<file path="src/rtl/riscv_pkg.sv">
// Shared load/store definitions: Funct3 access codes, LSU state enum and
// small decode helpers used by the memory-stage load/store unit.
package riscv_pkg;

  localparam logic [2:0] F3_LB  = 3'b000;
  localparam logic [2:0] F3_LH  = 3'b001;
  localparam logic [2:0] F3_LW  = 3'b010;
  localparam logic [2:0] F3_LBU = 3'b100;
  localparam logic [2:0] F3_LHU = 3'b101;
  localparam logic [2:0] F3_SB  = 3'b000;
  localparam logic [2:0] F3_SH  = 3'b001;
  localparam logic [2:0] F3_SW  = 3'b010;

  typedef enum logic [1:0] {
    IDLE = 2'b00,
    BUSY = 2'b01,
    DONE = 2'b10
  } lsu_state_t;

  function automatic logic isLegalLoad(input logic [2:0] f3);
    return (f3 == F3_LB) || (f3 == F3_LH) || (f3 == F3_LW) ||
           (f3 == F3_LBU) || (f3 == F3_LHU);
  endfunction

  function automatic logic isLegalStore(input logic [2:0] f3);
    return (f3 == F3_SB) || (f3 == F3_SH) || (f3 == F3_SW);
  endfunction

  // Size lives in f3[1:0] for both loads and stores (bit 2 is only the sign).
  function automatic logic isMisaligned(input logic [2:0] f3, input logic [1:0] addrLo);
    case (f3[1:0])
      2'b01:   return addrLo[0];
      2'b10:   return |addrLo;
      default: return 1'b0;
    endcase
  endfunction

endpackage

</file>
<file path="src/rtl/load_extend.sv">
// Load lane selection and sign/zero extension of a 32-bit memory word.
module load_extend
  import riscv_pkg::*;
(
  input  logic [31:0] i_word,
  input  logic [1:0]  i_addrLo,
  input  logic [2:0]  i_funct3,
  output logic [31:0] o_data
);

  logic [7:0]  w_byte;
  logic [15:0] w_half;

  always_comb begin
    case (i_addrLo)
      2'd0:    w_byte = i_word[7:0];
      2'd1:    w_byte = i_word[15:8];
      2'd2:    w_byte = i_word[23:16];
      default: w_byte = i_word[31:24];
    endcase
    w_half = i_addrLo[1] ? i_word[31:16] : i_word[15:0];

    case (i_funct3)
      F3_LB:   o_data = {{24{w_byte[7]}}, w_byte};
      F3_LH:   o_data = {{16{w_half[15]}}, w_half};
      F3_LW:   o_data = i_word;
      F3_LBU:  o_data = {24'h0, w_byte};
      F3_LHU:  o_data = {16'h0, w_half};
      default: o_data = 32'h0;
    endcase
  end

endmodule

</file>
<file path="src/rtl/load_store_unit.sv">
// Memory-stage load/store unit: req/ack data port, byte enables, load extension, stall.
// Optional misaligned-access trap when LSU_MISALIGN_TRAP_EN is defined.
module load_store_unit
  import riscv_pkg::*;
#(
  parameter int ADDR_W = 32
) (
  input  logic              clk,
  input  logic              rst,
  input  logic              MemReadM,
  input  logic              MemWriteM,
  input  logic [2:0]        Funct3M,
  input  logic [31:0]       ALUResultM,
  input  logic [31:0]       WriteDataM,
  input  logic              EnM,
  output logic              mem_req,
  output logic              mem_we,
  output logic [ADDR_W-1:0] mem_addr,
  output logic [31:0]       mem_wdata,
  output logic [3:0]        mem_be,
  input  logic              mem_ack,
  input  logic [31:0]       mem_rdata,
  output logic [31:0]       ReadDataM,
  output logic              StallM,
  output logic              MisalignM
);

  lsu_state_t        r_state;
  logic [ADDR_W-1:0] r_memAddr;
  logic [31:0]       r_memWdata;
  logic [3:0]        r_memBe;
  logic              r_memWe;
  logic [2:0]        r_funct3;
  logic [1:0]        r_laneLo;
  logic [31:0]       r_ReadDataM;

  logic              w_present;
  logic              w_legal;
  logic              w_misalign;
  logic              w_access;
  logic              w_drive;
  logic              w_ack;
  logic              w_isLoad;
  logic [ADDR_W-1:0] w_issueAddr;
  logic [3:0]        w_issueBe;
  logic [31:0]       w_issueWdata;
  logic [2:0]        w_curFunct3;
  logic [1:0]        w_curLane;
  logic [31:0]       w_extData;

  assign w_present   = MemReadM | MemWriteM;
  assign w_legal     = MemWriteM ? isLegalStore(Funct3M) : isLegalLoad(Funct3M);
  assign w_access    = w_present & w_legal & ~w_misalign;
  assign w_issueAddr = {ALUResultM[ADDR_W-1:2], 2'b00};

`ifdef LSU_MISALIGN_TRAP_EN
  assign w_misalign = w_present & w_legal & isMisaligned(Funct3M, ALUResultM[1:0]);
`else
  assign w_misalign = 1'b0;
`endif

  always_comb begin
    w_issueBe    = 4'b1111;
    w_issueWdata = 32'h0;
    if (MemWriteM) begin
      case (Funct3M)
        F3_SB: begin
          w_issueBe    = 4'b0001 << ALUResultM[1:0];
          w_issueWdata = {4{WriteDataM[7:0]}};
        end
        F3_SH: begin
          w_issueBe    = ALUResultM[1] ? 4'b1100 : 4'b0011;
          w_issueWdata = {2{WriteDataM[15:0]}};
        end
        default: w_issueWdata = WriteDataM;
      endcase
    end
  end

  // IDLE drives the port straight from the pipeline; BUSY replays the captured copy.
  always_comb begin
    w_drive     = ~rst & (((r_state == IDLE) & w_access) | (r_state == BUSY));
    mem_req     = w_drive;
    mem_we      = 1'b0;
    mem_addr    = '0;
    mem_be      = 4'b0000;
    mem_wdata   = 32'h0;
    w_curFunct3 = Funct3M;
    w_curLane   = ALUResultM[1:0];
    w_isLoad    = ~MemWriteM;
    if (r_state == BUSY) begin
      w_curFunct3 = r_funct3;
      w_curLane   = r_laneLo;
      w_isLoad    = ~r_memWe;
    end
    if (w_drive) begin
      if (r_state == BUSY) begin
        mem_we    = r_memWe;
        mem_addr  = r_memAddr;
        mem_be    = r_memBe;
        mem_wdata = r_memWdata;
      end else begin
        mem_we    = MemWriteM;
        mem_addr  = w_issueAddr;
        mem_be    = w_issueBe;
        mem_wdata = w_issueWdata;
      end
    end
  end

  assign w_ack     = w_drive & mem_ack;
  assign StallM    = ~rst & w_access & (r_state != DONE);
  assign ReadDataM = r_ReadDataM;

  load_extend u_loadExtend (
    .i_word   (mem_rdata),
    .i_addrLo (w_curLane),
    .i_funct3 (w_curFunct3),
    .o_data   (w_extData)
  );

  always_ff @(posedge clk or posedge rst) begin
    if (rst) begin
      r_state     <= IDLE;
      r_memAddr   <= '0;
      r_memWdata  <= 32'h0;
      r_memBe     <= 4'b0000;
      r_memWe     <= 1'b0;
      r_funct3    <= 3'b000;
      r_laneLo    <= 2'b00;
      r_ReadDataM <= 32'h0;
    end else begin
      case (r_state)
        IDLE: begin
          if (w_access) begin
            r_memAddr  <= w_issueAddr;
            r_memBe    <= w_issueBe;
            r_memWdata <= w_issueWdata;
            r_memWe    <= MemWriteM;
            r_funct3   <= Funct3M;
            r_laneLo   <= ALUResultM[1:0];
            r_state    <= mem_ack ? DONE : BUSY;
          end
        end
        BUSY:    if (mem_ack) r_state <= DONE;
        DONE:    if (EnM) r_state <= IDLE;
        default: r_state <= IDLE;
      endcase

      // Illegal or trapped accesses leave a zero result behind.
      if (w_ack && w_isLoad)
        r_ReadDataM <= w_extData;
      else if ((r_state == IDLE) && w_present && (!w_legal || w_misalign))
        r_ReadDataM <= 32'h0;
    end
  end

`ifdef LSU_MISALIGN_TRAP_EN
  logic r_MisalignM;
  logic r_trapHeld;

  // r_trapHeld keeps a frozen trapping instruction from pulsing more than once.
  always_ff @(posedge clk or posedge rst) begin
    if (rst) begin
      r_MisalignM <= 1'b0;
      r_trapHeld  <= 1'b0;
    end else begin
      r_MisalignM <= w_misalign & (r_state == IDLE) & ~r_trapHeld;
      r_trapHeld  <= w_misalign & (r_state == IDLE) & ~EnM;
    end
  end

  assign MisalignM = r_MisalignM;
`else
  assign MisalignM = 1'b0;
`endif

endmodule

</file>
<file path="config.mk">
export PLATFORM = sky130hd
export DESIGN_NAME = load_store_unit
export DESIGN_NICKNAME = d
export VERILOG_FILES = /design/src/rtl/riscv_pkg.sv /design/src/rtl/load_extend.sv /design/src/rtl/load_store_unit.sv
export SDC_FILE = /design/constraint.sdc
export NUM_CORES = 1
export LEC_CHECK = 0
export ABC_AREA = 1
export CAP_MARGIN = 20
export CORE_MARGIN = 1
export CORE_UTILIZATION = 45
export CTS_CLUSTER_DIAMETER = 60
export DETAILED_ROUTE_END_ITERATION = 8
export PLACE_DENSITY = 0.83
export SLEW_MARGIN = 40
export SYNTH_ARGS = -nofsm -noshare
export SYNTH_HDL_FRONTEND = slang
export SYNTH_SLANG_ARGS = --single-unit
</file>
<file path="constraint.sdc">
create_clock -name clk -period 5.1 [get_ports clk]
set_input_delay 0.765 -clock clk [delete_from_list [all_inputs] [get_ports clk]]
set_output_delay 0.765 -clock clk [all_outputs]
set_load 0.005 [all_outputs]
</file>
==> impl_summary.md, run 1 <==
Route
The final route contains about 7.4k vias. The total detailed-routing wirelength is 21300 um. Dividing the detail-routed wire length by the instance count gives between 15 and 20 um. The pre-antenna-repair detailed-routing pass consisted of 5 iterations. The number of DRC markers in iteration 0 is between 700 and 800. The post-detailed-route count of antenna-violating nets is 0.

The DRC violation count after routing is 0. The detail-routed via count per cell is between 5 and 6.

Worst setup path
The slowest stage of the critical path belongs to the cell sky130_fd_sc_hd__clkdlybuf4s50_1. STA puts the critical path data arrival time at 3.37 ns. The endpoint identified for the worst register-to-register timing path is ReadDataM[0]$_DFFE_PP0P_. On the critical path the largest part of the delay comes from buffers and inverters. The biggest cell delay along the critical path is around 0.58 ns.

For flop-to-flop paths, the worst setup slack is between 1.5 and 2 ns. In this run the critical register-to-register path is launched from r_state[1]$_DFFE_PP0P_. Walking the worst path, the cells encountered are clkdlybuf4s50_1 > inv_1 > o21ai_1 > nand2_1 > nand2_2 > nand2_1 > nand2_1 > inv_2 > o21ai_0 > a21oi_1 > clkdlybuf4s50_1. The sum of buffers and inverters on the critical path is 4.

In this run the worst path has a maximum fanout of 29. The worst reg2reg path depth is 9. For the worst setup path, the data required time is between 4 and 5 ns. Among the stages of the critical path, the cell type that occurs most often is sky130_fd_sc_hd__nand2_1. The element type at the critical path start is an input pin. STA classifies the critical path endpoint as a primary output. The setup path with the least slack is of type input pin to primary output.

Synthesis
The count of different cell masters after synthesis is 26. After synthesis, the share of flip-flops with an asynchronous set or reset is 100%. The cell count after synthesis came out at approximately 1.0k. The Yosys step of the flow raised 0 warnings. The multiplexer area fraction after synthesis is 0%.

For this run, the leading register cell type out of synthesis is sky130_fd_sc_hd__dfrtp_1. Sorting the synthesized cells by area gives the leading types as sky130_fd_sc_hd__dfrtp_1 (39%), sky130_fd_sc_hd__nand2_1 (24%), sky130_fd_sc_hd__o21ai_0 (6.7%). The post-synthesis share of cell area spent on xor and xnor gates is 0%. sky130_fd_sc_hd__dfrtp_1 takes more of the synthesized area than any other cell. The count of flip-flops with a built-in enable after synthesis is 0.

The synthesized area per cell is 6.47 um2. The synthesized design contains approximately 110 register bits. In the synthesized netlist, the cells that appear most often are sky130_fd_sc_hd__nand2_1 (427), sky130_fd_sc_hd__dfrtp_1 (106), sky130_fd_sc_hd__o21ai_0 (91). After synthesis the cells add up to 0.00676 mm2. Among all cell types in the netlist, the one instantiated most often is sky130_fd_sc_hd__nand2_1. The arithmetic-cell share of the synthesized area counting full adders, half adders and majority gates is 0%. Summing the areas of all compound-gate instances in the mapped netlist gives roughly 14% of the synthesized area. The share of the yosys chip area belonging to registers is between 30% and 40%.

The portion of synthesized cell area occupied by the leading cell type is about two fifths. The main combinational cell family by area after synthesis is simple AND/OR/NAND/NOR gates. The fraction of the mapped netlist area in simple logic gates is 36.5%.

STA
The worst relative slew slack is roughly 49%. Hold is met by between 0.4 and 0.5 ns. The number of hold violations in the final report was 0. The total negative setup slack is 0 ns. For the pin with the worst max-slew slack, the measured transition is 0.758 ns. Setup slack on the critical path of the routed design comes to 0.970 ns. The share of the clock period used by the worst path after layout is roughly four fifths. The maximum clock rate is around 240 MHz. The max-slew violation total from the final report is 0. Setup violations remaining at the end of the flow were counted as 0. Between clock sinks in the finished design, the worst skew comes to between 0.009 and 0.01 ns. Setup repair after global routing left no endpoint under its margin. For the finished layout, the period the worst path requires is just over 4 ns.

Global route
The initial antenna violation count is 0. In the global route stage, met2 resource usage came out at between 40% and 50%. In this run the most used layer during global routing was met2.

Global routing finished with a remaining overflow of 0. Global routing consumed, on the met3 layer, about 6.6% of the routing resources. The first-pass GRT wire length is between 30000 and 40000 um. The via count of the first global-routing pass is around 6.9k. The total global routing track utilization is about 28%. Entering global routing, the biggest net connects 99 pins. Global routing used between 30% and 40% of the available met1 tracks.

Die
The core footprint is between 0.01 and 0.015 mm2. The number of cell rows is 44. The starting density of the core is about 46%. The horizontal die dimension is roughly 120 um.

For this design the top-level I/O count stands at ~210. The area enclosed by the die boundary is about 0.016 mm2. The floorplan step set the die height to 125 um.

Placement
Before CTS, the worst setup slack after placement is between 0.9 and 1 ns. The count of buffers inserted at the top-level ports is 205. The weighted congestion reported at the end of routability-driven placement is 0.940.

The half-perimeter wire length after placement is between 10000 and 15000 um.

Power
Power comes to roughly 3.7 mW. The power density over the cells is a little over 400 mW/mm2. The leakage dissipation is between 4 and 5 nW. The worst supply voltage drop on vdd is ~0.20 mV.

Cells and area
The share of post-route cells with drive strength above 1 is 4.81%. 0 antenna diodes ended up in the layout. The fill cell instance count of the final layout is 1306. For this run, the post-layout net count is 1306.

From synthesis to final layout, the design area changed by 34.2%. Measured on the finished design, the core utilization comes to a little over 60%.

CTS
Once the clock tree was built, the resizer swapped 0 gates to a different size. The H-tree generated during clock tree synthesis spans 3 levels. The total CTS buffers is 9. The post-CTS clock slew at the launch and capture registers of the worst setup and hold paths is around 0.080 ns.

The total clock sinks is between 100 and 150. The later pin in the worst-skew pair is clocked with a latency of 0.36 ns. The clock tree from TritonCTS is yes. After clock tree synthesis, the setup repair step added 0 buffers.

The tree is rooted in a sky130_fd_sc_hd__clkbuf_16. The number of hold buffers added after CTS is 0. In this run the deepest clock path goes through 2 buffers.

Hold path
The path with the worst hold slack has its endpoint at r_memAddr[18]$_DFFE_PP0P_. The hold-critical path depth is 2. The startpoint identified for the worst hold timing path is r_memAddr[18]$_DFFE_PP0P_. In this run the worst hold path is classified as register to register.

Job
The number of violations of the max-capacitance limit is 0.

Outcome
The flow ran to the end, and the final reports show no timing, DRC or antenna violations.
worst max-delay path by stage:
stage	startpoint	endpoint	slack, ns	depth (start not counted)
floorplan	rst	mem_addr[12]	0.34	5
global placement	Funct3M[0]	mem_be[1]	1.07	11
detailed placement	Funct3M[0]	mem_be[1]	1.0	11
CTS	Funct3M[0]	mem_be[1]	0.98	11
global route	Funct3M[0]	mem_be[3]	0.80	11
finish	Funct3M[0]	mem_be[1]	0.97	11
logic make-up (layout without fill, tap and decap cells):
| logic type | count (synthesis) | in the layout |
|---|---|---|
| flip-flops | 106 | 106 |
| buffers and inverters | 158 | 316 |
| AND/OR/NAND/NOR | 605 | 605 |
| other | 1 | 3 |
| AO/OA/AOI/OAI | 176 | 176 |
per-layer routing:
metal	up-vias	wire length [um]	share of wire (%)
met4	0	418	2.0
met1	3409	9140	43
met2	324	9830	46
li1	3616	-	-
met5	-	0	0
met3	30	1920	9.0
flip-flops by register name, summed over array words and instances (netlist names):
name        flops
ReadDataM      32
r_funct3        3
r_laneLo        2
r_memAddr      30
r_memBe         4
r_memWdata     32
r_memWe         1
r_state         2
layout by cell type (no fill, tap or decap):
cell type and n:
sky130_fd_sc_hd__nand2_1 425, sky130_fd_sc_hd__clkdlybuf4s50_1 205, sky130_fd_sc_hd__dfrtp_1 106, sky130_fd_sc_hd__o21ai_0 91, sky130_fd_sc_hd__nand3_1 84, sky130_fd_sc_hd__nor2_1 66
sky130_fd_sc_hd__inv_1 65, sky130_fd_sc_hd__a21oi_1 65, sky130_fd_sc_hd__o211ai_1 16, sky130_fd_sc_hd__inv_2 13, sky130_fd_sc_hd__clkbuf_16 9, sky130_fd_sc_hd__nand2_2 8
sky130_fd_sc_hd__nand4_1 7, sky130_fd_sc_hd__buf_4 7, sky130_fd_sc_hd__clkinv_1 6, sky130_fd_sc_hd__nor2_2 4, sky130_fd_sc_hd__o21ai_1 3, sky130_fd_sc_hd__nor2_4 3
sky130_fd_sc_hd__nand3_2 3, sky130_fd_sc_hd__conb_1 3, sky130_fd_sc_hd__nor3_1 2, sky130_fd_sc_hd__nand3b_1 2, sky130_fd_sc_hd__clkinv_2 2, sky130_fd_sc_hd__buf_6 2
sky130_fd_sc_hd__nand3_4 1, sky130_fd_sc_hd__o21a_1 1, sky130_fd_sc_hd__inv_4 1, sky130_fd_sc_hd__clkinv_4 1, sky130_fd_sc_hd__bufinv_16 1, sky130_fd_sc_hd__inv_6 1
sky130_fd_sc_hd__clkbuf_1 1, sky130_fd_sc_hd__clkinvlp_4 1, sky130_fd_sc_hd__buf_16 1
tightest hold or removal path: stages, from the launching register on:
cell                      delay (ns)
sky130_fd_sc_hd__dfrtp_1        0.35
sky130_fd_sc_hd__nand2_1        0.06
sky130_fd_sc_hd__nand2_1        0.05
through the flow:
stage / cell area (um2) / instances
2_1_floorplan: 6770 / 1048
3_3_place_gp: 8740 / 1373
3_5_place_dp: 8750 / 1373
4_1_cts: 9050 / 1389
5_1_grt: 9080 / 1390
6_report: 9080 / 1390
power breakdown:
group | internal, mW | switching [mW] | total [mW]
registers | 1.17 | 0.204 | 1.37
clock network | 0.383 | 0.330 | 0.713
logic | 0.648 | 0.962 | 1.61
total | 2.20 | 1.50 | 3.69
final cells by class:
| cell class | instances | area (um2) | share of cell area (%) |
|---|---|---|---|
| clock buffers | 10 | 229 | 2.52 |
| repair buffers | 215 | 2150 | 23.7 |
| well taps | 184 | 230 | 2.54 |
| multi-input cells | 784 | 3420 | 37.7 |
| inverters | 85 | 322 | 3.54 |
| flip-flops and latches | 106 | 2650 | 29.2 |
| clock inverters | 6 | 65.1 | 0.717 |
Note: power is estimated with default switching activity, not from simulation.
==> run 2, diff against run 1 <==
Settings changed: CORE_UTILIZATION 45 to 43.
Clock period 5.1 ns to 3.55 ns, I/O delays scaled along.
==> run 2 against run 1 <==
Critical path depth decreased by 1. Sequential cell count stayed put. Wire length up 1.1%. Design area grew 1.4%. Hold slack improved by 0.0016 ns. Final cell count grew 2.8%. Clock-buffer cell count is 1 lower. First-iteration DRC count is 23% lower. Clock skew is 0.0042 ns lower. Total power grew 44%. Die area rose by 4.6%.
==> impl_summary.md, run 2 (same netlist as run 1, synthesis figures left out) <==
Outcome
Status: finished clean (unchanged).

Cells and area
The final layout net count came to 1319 (was 1306). Commonest cells after routing, fill and taps aside: sky130_fd_sc_hd__nand2_1 (427), sky130_fd_sc_hd__clkdlybuf4s50_1 (205), sky130_fd_sc_hd__dfrtp_1 (106) (was sky130_fd_sc_hd__nand2_1 (425), sky130_fd_sc_hd__clkdlybuf4s50_1 (205), sky130_fd_sc_hd__dfrtp_1 (106)). The post-synthesis to final-layout area growth came to 36.1% (was 34.2%).

The most common library cell in the layout ignoring fill and taps is sky130_fd_sc_hd__nand2_1 (unchanged). The share of post-route cells with drive strength above 1 was 5.67% (was 4.81%). The count of inserted antenna diode cells is 0 (unchanged).

Route
The total number of vias came to 7476 (was 7379). The post-detailed-route count of antenna-violating nets is 0 (unchanged). The wire length per cell after detailed routing was 15.1 um (was 15.3 um).

The DRC violation count after routing was 0 (unchanged). The number of DRC markers in iteration 0 is 608 (was 791). The total detailed-routing wirelength is 21500 um (was 21300 um). The total iterations of the first detailed-routing run came to 7 (was 5). The detail-routed via count per cell came to 5.23 (was 5.31).

Hold path
The hold-critical path depth came to 2 (unchanged). The launch point of the worst hold path is r_memAddr[22]$_DFFE_PP0P_ (was r_memAddr[18]$_DFFE_PP0P_). The worst min-delay path category is register to register (unchanged).

The worst-case hold path end point is r_memAddr[22]$_DFFE_PP0P_ (was r_memAddr[18]$_DFFE_PP0P_).

CTS
The total clock sinks is 106 (unchanged). The root buffer cell is sky130_fd_sc_hd__clkbuf_16 (unchanged). The clock latency on the worst-skew pair is 0.35 ns (was 0.36 ns). The depth of the CTS H-tree is 3 (unchanged). The number of hold buffers added after CTS is 0 (unchanged). The clock tree from TritonCTS is yes (unchanged).

The number of buffers on the longest clock path is 2 (unchanged). The post-CTS clock slew at the launch and capture registers of the worst setup and hold paths is 0.07 ns (was 0.08 ns). The total CTS buffers came to 9 (unchanged).

Placement
The minimum setup slack after placement was 0.174 ns (was 1.00 ns). The count of buffers inserted at the top-level ports came to 205 (unchanged). The weighted congestion reported at the end of routability-driven placement is 0.917 (was 0.940).

The half-perimeter wire length after placement is 15100 um (was 14600 um).

STA
The max-slew violation total from the final report came to 0 (unchanged). Timing would allow up to around 300 MHz. The total negative setup slack came to 0 ns (unchanged). The share of the clock period used by the worst path after layout is between 90% and 100%. The worst relative slew slack was 55.4% (was 49.4%). The final clock skew was 0.00569 ns (was 0.00992 ns).

The routed design could run at a clock period as short as 3.28 ns. The setup slack after layout was 0.269 ns (was 0.970 ns). The worst-margin pin slew is 0.669 ns (was 0.758 ns). The number of endpoints failing setup at the final stage is 0 (unchanged). RSZ-0062 raised after global routing: no (unchanged).

The number of hold violations in the final report is 0 (unchanged).

Worst setup path
The path length in cells of the critical path is 10 (was 11). The worst flop-to-flop path endpoint is ReadDataM[13]$_DFFE_PP0P_ (was ReadDataM[0]$_DFFE_PP0P_). The slack of the worst reg-to-reg path is 1.03 ns (was 1.87 ns).

The biggest fanout along the worst timing path is 21 (was 29). The sum of buffers and inverters on the critical path is 4 (unchanged). The master of the slowest instance on the critical path was sky130_fd_sc_hd__clkdlybuf4s50_1 (unchanged). The gate family responsible for the most delay along the worst path is buffers and inverters (unchanged). The arrival time of data at the critical path endpoint is 2.75 ns (was 3.37 ns). Series of cell instances along the critical path: clkdlybuf4s50_1 > inv_2 > a21oi_1 > nand2_2 > nand2_1 > nand2_1 > inv_4 > o21ai_0 > a21oi_1 > clkdlybuf4s50_1 (was clkdlybuf4s50_1 > inv_1 > o21ai_1 > nand2_1 > nand2_2 > nand2_1 > nand2_1 > inv_2 > o21ai_0 > a21oi_1 > clkdlybuf4s50_1). The element type at the critical path start is an input pin (unchanged). The worst reg2reg path depth is 12 (was 9). The capturing element type of the critical path was a primary output (unchanged). The critical register-to-register path startpoint is r_state[0]$_DFFE_PP0P_ (was r_state[1]$_DFFE_PP0P_). The type of the setup path with the least slack is input pin to primary output (unchanged). The biggest cell delay along the critical path is 0.54 ns (was 0.58 ns).

The critical path required time came to 3.02 ns (was 4.34 ns).

Global route
The total grt overflow is 0 (unchanged). The first-pass GRT wire length is 34700 um (about the same). The initial antenna violation count is 0 (unchanged). The largest net degree at the start of global routing came to 99 (unchanged). The total global routing track utilization is 27.1% (was 27.6%). The via count of the first global-routing pass was 6919 (was 6869).

Power
The worst supply voltage drop on vdd is 0.274 mV (was 0.200 mV). The power density over the cells is 579 mW/mm2 (was 407 mW/mm2). The overall power consumption is 5.32 mW (was 3.69 mW). The leakage dissipation is 4.56 nW (was 4.51 nW).

Die
The horizontal die dimension is 127 um (was 125 um). The starting density of the core was 44.3% (was 46.4%). The number of cell rows is 45 (was 44). The number of placed I/O pins was 209 (unchanged).

The area enclosed by the die boundary is 0.0162 mm2 (was 0.0155 mm2). The floorplan die height is 127 um (was 125 um). The core footprint is 0.0153 mm2 (was 0.0146 mm2).

Job
The number of violations of the max-capacitance limit is 0 (unchanged).
[run 2: final cells by class]
cell class	instances	area, um2
Clock inverter	6	66.3
Inverter	85	325
Clock buffer	9	225
Tap cell	211	264
Multi-Input combinational cell	784	3410
Fill cell	1436	6050
Sequential cell	106	2650
Timing Repair Buffer	228	2260
[run 2: how the worst max path moves through the flow]
stage | start | end
finish | MemWriteM | mem_be[2]
global route | Funct3M[1] | mem_be[2]
CTS | Funct3M[1] | mem_be[2]
detailed placement | Funct3M[1] | mem_be[2]
global placement | MemWriteM | mem_be[2]
floorplan | rst | mem_addr[12]
[run 2: worst register-to-register path: cells and delay by family, from the launching register on]
family,cells,cell delay [ns]
buf+inv,2,0.41
flops,1,0.54
simple gates,10,1.46
[run 2: through the flow]
step	instances	instance area, um2	utilization (%)	hold WS [ns]
2_1_floorplan	1048	6780	-	0.444
3_3_place_gp	1414	8900	58.3	0.462
3_5_place_dp	1414	8900	58.3	0.466
4_1_cts	1429	9190	60.3	0.485
5_1_grt	1429	9200	60.3	0.504
6_report	1429	9200	60.3	0.486
[run 2: timing repair]
action | 4_1_cts | 5_1_grt
setup buffers | 0 | 0
setup endpoints to repair | 0 | 2
gates resized for setup | 0 | 2
[run 2: power breakdown]
group | internal, mW | switching [mW] | leakage, nW
registers | 1.67 | 0.293 | 1.38
clock network | 0.545 | 0.473 | 0.134
logic | 0.955 | 1.38 | 3.05
total | 3.17 | 2.15 | 4.56
[run 2: metal layers]
layer | track usage (%) | vias up | routed length [um]
li1 | - | 3633 | -
met2 | 42.8 | 328 | 9790
met1 | 36.4 | 3474 | 9410
met3 | 5.70 | 41 | 1870
met5 | 0 | - | 0
met4 | 10.4 | 0 | 480
